`config.mk`:
```
export PLATFORM = sky130hd
export DESIGN_NAME = lap_core
export DESIGN_NICKNAME = d
export VERILOG_FILES = /design/src/rtl/lap_core_pkg.sv /design/src/rtl/lap_edge_sync.sv /design/src/rtl/lap_core.sv
export SDC_FILE = /design/constraint.sdc
export NUM_CORES = 1
export LEC_CHECK = 0
export ABC_CLOCK_PERIOD_IN_PS = 2900
export CORE_AREA = 2 2 92 94
export CTS_BUF_LIST = sky130_fd_sc_hd__clkbuf_4
export DETAILED_ROUTE_END_ITERATION = 7
export DIE_AREA = 0 0 94 96
export MAX_ROUTING_LAYER = met4
export SLEW_MARGIN = 5
export SYNTH_ARGS = -nofsm -noshare
export SYNTH_HDL_FRONTEND = slang
export SYNTH_SLANG_ARGS = --single-unit
```
`constraint.sdc`:
```
create_clock -name clk -period 2.9 [get_ports clk]
set_input_delay 0.58 -clock clk [delete_from_list [all_inputs] [get_ports clk]]
set_output_delay 0.58 -clock clk [all_outputs]
set_load 0.01 [all_outputs]
```
`src/rtl/lap_core_pkg.sv`:
```
// Shared types and elaboration-time helpers for the lap_core self-check block.
package lap_core_pkg;

  typedef enum logic [1:0] {
    ST_RUN,
    ST_CHECK,
    ST_PASS,
    ST_FAIL
  } lap_state_e;

  // Closed-form sum 0+1+..+(n-1), reduced modulo 2^w; n is at least 1 here.
  function automatic longint unsigned exp_sum(input longint unsigned n,
                                              input int unsigned w);
    longint unsigned s;
    s = (n * (n - 64'd1)) / 64'd2;
    if (w < 64) begin
      s = s & ((64'd1 << w) - 64'd1);
    end
    return s;
  endfunction

endpackage

```
`src/rtl/lap_edge_sync.sv`:
```
// Two-flop synchronizer for an asynchronous level plus a rising-edge pulse.
module lap_edge_sync (
  input  logic clk,
  input  logic reset,
  input  logic d,
  output logic rise
);

  logic sync1_q;
  logic sync2_q;
  logic dly_q;

  always_ff @(posedge clk or negedge reset) begin
    if (!reset) begin
      sync1_q <= 1'b0;
      sync2_q <= 1'b0;
      dly_q   <= 1'b0;
    end else begin
      sync1_q <= d;
      sync2_q <= sync1_q;
      dly_q   <= sync2_q;
    end
  end

  // Delay flop clears to 0, so a level already high at reset release reads as an edge.
  assign rise = sync2_q & ~dly_q;

endmodule

```
`src/rtl/lap_core.sv`:
```
// Counts mclk marks, accumulates 0..NUM_TICKS-1 and raises a sticky pass flag.
module lap_core
  import lap_core_pkg::*;
#(
  parameter int unsigned NUM_TICKS = 16,
  parameter int unsigned ACC_W     = 32,
  parameter int unsigned CNT_W     = 16
) (
  input  logic clk,
  input  logic reset,
  input  logic mclk,
  output logic passed
);

  localparam logic [ACC_W-1:0] EXP      = ACC_W'(exp_sum(64'(NUM_TICKS), ACC_W));
  localparam logic [CNT_W-1:0] CNT_LAST = CNT_W'(NUM_TICKS);

  logic             tick;
  lap_state_e       state_q, state_d;
  logic [ACC_W-1:0] acc_q, acc_d;
  logic [CNT_W-1:0] cnt_q, cnt_d;
  logic             passed_q;

  lap_edge_sync u_edge_sync (
    .clk   (clk),
    .reset (reset),
    .d     (mclk),
    .rise  (tick)
  );

  always_comb begin
    state_d = state_q;
    acc_d   = acc_q;
    cnt_d   = cnt_q;
    unique case (state_q)
      ST_RUN: begin
        // Reaching the mark count takes priority; a coincident tick is dropped.
        if (cnt_q == CNT_LAST) begin
          state_d = ST_CHECK;
        end else if (tick) begin
          acc_d = acc_q + ACC_W'(cnt_q);
          cnt_d = cnt_q + CNT_W'(1);
        end
      end
      ST_CHECK: state_d = (acc_q == EXP) ? ST_PASS : ST_FAIL;
      ST_PASS:  state_d = ST_PASS;
      ST_FAIL:  state_d = ST_FAIL;
      default:  state_d = ST_RUN;
    endcase
  end

  always_ff @(posedge clk or negedge reset) begin
    if (!reset) begin
      state_q  <= ST_RUN;
      acc_q    <= '0;
      cnt_q    <= '0;
      passed_q <= 1'b0;
    end else begin
      state_q  <= state_d;
      acc_q    <= acc_d;
      cnt_q    <= cnt_d;
      passed_q <= (state_q == ST_PASS);
    end
  end

  assign passed = passed_q;

endmodule

```
==> results of run 1 <==
## area by class of cell
cell class,instances,area [µm²]
Clock buffer,5,37.5
Clock inverter,3,23.8
Fill cell,792,4700
Inverter,9,33.8
Multi-Input combinational cell,244,1700
Sequential cell,54,1350
Tap cell,105,131
Timing Repair Buffer,9,70.1
## final timing paths
path / start / end / slack [ns] / depth (start not counted)
worst max-delay path: cnt_q[1]$_DFFE_PN0P_ / acc_q[29]$_DFFE_PN0P_ / 0.19 / 9
worst min-delay path: reset / u_edge_sync.sync2_q$_DFF_PN0_ / 0.30 / 2
worst max register to register: cnt_q[1]$_DFFE_PN0P_ / acc_q[29]$_DFFE_PN0P_ / 0.19 / 9
worst min register to register: u_edge_sync.sync1_q$_DFF_PN0_ / u_edge_sync.sync2_q$_DFF_PN0_ / 0.37 / 0
max in group asynchronous: reset / cnt_q[13]$_DFFE_PN0P_ / 2.13 / 2
min in group clk: u_edge_sync.sync1_q$_DFF_PN0_ / u_edge_sync.sync2_q$_DFF_PN0_ / 0.37 / 0
## per-stage QoR
step | TNS (ns) | std cells | setup WS, ns
after global placement | 0 | 421 | 0.287
after global routing | -0.0167 | 429 | -0.0167
after CTS | 0 | 429 | 0.190
final | 0 | 429 | 0.194
after detailed placement | 0 | 421 | 0.230
after floorplan | 0 | 314 | 0.548
## repair_timing
action,in CTS,in global routing
setup buffers,0,0
endpoints found under the hold margin,0,0
resized for setup,0,2
setup endpoints to repair,0,3
## flip-flops by register name (all words and copies together) (netlist names)
| register | cells |
|---|---|
| u_edge_sync.sync2_q | 1 |
| u_edge_sync.sync1_q | 1 |
| u_edge_sync.dly_q | 1 |
| passed | 1 |
| cnt_q | 16 |
| acc_q | 32 |
| state_q | 2 |
## routing by layer
metal / vias to the layer above / track usage / routed length (µm)
li1: 1131 / - / -
met1: 1115 / 0.219 / 3160
met2: 35 / 0.264 / 3090
met3: 9 / 0.0290 / 180
met4: 0 / 0.0399 / 82
met5: - / - / 0
## cell usage after synthesis (all sizes together), types with 2 or more instances
cell,number,area share
a211oi,4,0.0097
a21boi,2,0.0048
a21o,5,0.012
a21oi,14,0.023
and3,10,0.020
buf,3,0.0044
clkbuf,4,0.0048
dfrtp,54,0.43
ha,18,0.072
inv,9,0.011
mux2,2,0.0072
nand2,36,0.044
nand2b,2,0.0040
nand3,9,0.014
nand4,7,0.014
nor2,22,0.027
nor2b,2,0.0040
nor3,6,0.0097
nor3b,3,0.0072
nor4,5,0.010
nor4b,4,0.016
o21a,5,0.012
o21ai,19,0.031
o21bai,2,0.0048
o221ai,2,0.0056
or2,2,0.0040
or4,4,0.0097
xnor2,25,0.070
xor2,18,0.051
## power breakdown
group	switching, mW	internal [mW]	leakage [nW]
Combinational	0.300	0.265	0.776
Sequential	0.110	0.846	0.723
Clock	0.263	0.0977	0.0278
## worst reg2reg max path: cells and delay by family (launching register included)
kind	cells	cell delay, ns
and+or+nand+nor	2	0.22
DFF	1	0.51
adders and majority gates	1	0.33
AOI/OAI and AO/OA	4	1.22
buffers and inverters	1	0.17
xor gates and xnor gates	1	0.15
## kinds of logic after synthesis
logic type,share of synthesized area
and+or+nand+nor,0.205
adders and majority gates,0.0789
buffers and inverters,0.0201
AOI/OAI and AO/OA,0.129
muxes,0.0105
DFF,0.435
xor gates and xnor gates,0.121
==> out/metrics.cfg, run 1 <==
[grt]
grt_usage = 0.165
grt_max_degree = 55
grt-ovfl-total = 0
antenna_found_initial = 0
grt_first_pass_wirelength_mm = 11.4
grt_pass1_vias = 2330

[placement]
portBuffers = 3
dp_hpwl_mm = 4.81
globalplace.congestion = 0.894
postPlaceCellArea_um2 = 3280

[logic_synthesis]
netlist_instances = 314
synth_cell_types = 49
synthArstFlopShare = 1.00
synth_seq_cells = 54
yosysWarningCount = 0
synthesis.area_um2 = 3110
synth-main-ff-cell = dfrtp_1
synth_edf_count = 0
synth_area_per_cell_um2 = 9.89
synth_fp_nets = 336
ys_seq_area_frac = 0.435

[clock_tree]
clk_path_buf_depth = 2
cts_made_buffers = 5
hold_buffers = 0
clk_latency_ns = 0.39
cts_tree = done
cts.clk_slew.worst_paths_ns = 0.18
cts-root-buf = clkbuf_4
cts.sinks = 54
htreeDepth = 2

[drt]
drtPass1Iterations = 4
via_count = 2290
wire_per_inst_um = 15.2
vias_per_cell = 5.34
drtAntennaViolNets = 0
first_iter_violations = 90
route.detailed.drc = 0
wl_mm = 6.52

[setup_path]
cp_cell_sequence = ha_1 -> a211oi_1 -> nor2_2 -> o32a_1 -> a41oi_1 -> buf_4 -> a221o_1 -> nor3_1 -> xor2_1
arrival_ns = 2.98
crit_family = compound AO/OA/AOI/OAI gates
cp_max_fo = 7
worst_setup_path_start_kind = flop
slowest_stage = dfrtp_1
cp_slowest_stage_delay_ns = 0.51
worst-path-buf-inv = 1
cp-end-kind = flop
worst-setup-path-type = reg -> reg
cp.required_ns = 3.18

[finish]
drive_gt1_frac = 0.0833
area_delta_synth_final_pct = 7.77
diodes = 0
layout_common_cells = 54 x dfrtp_1, 35 x nand2_1, 25 x xnor2_1
nets = 345
final_common_cell = dfrtp_1
fin_area_um2 = 3350
fin_util = 0.416

[outcome]
outcome = finished, final reports clean

[sta]
fin_crit_ns = 2.71
fin_crit_sh = 0.933
worst_pin_slew_ns = 0.703
maxSlewViolCount = 0
max_freq_ghz = 0.370
fin_worst_skew_ns = 0.0160
hold_slack_ns = 0.299
slew-limit-headroom = 0.531
finalHoldViolCount = 0
setup_viol = 0

[power]
p_leak_nw = 1.53
p_total_mw = 1.88
vdd_ir_drop_max_v = 0.000244
p_per_area_nw_per_um2 = 562

[floorplan]
die_w_um = 94
core_um2 = 8050
dieArea_um2 = 9020
num_rows = 33
die_y_um = 96
initial_utilization = 0.386
io_pins = 4

[hold_path]
holdCritPathClass = in -> async

[run]
cap_viol_max_count = 0

Power figures use the tool's default switching activity.
==> run 2, diff against run 1 <==
Settings changed: TNS_END_PERCENT set to 20.
==> results of run 2 <==
Same layout as run 1: the final DEF is identical, and so are final timing and power.
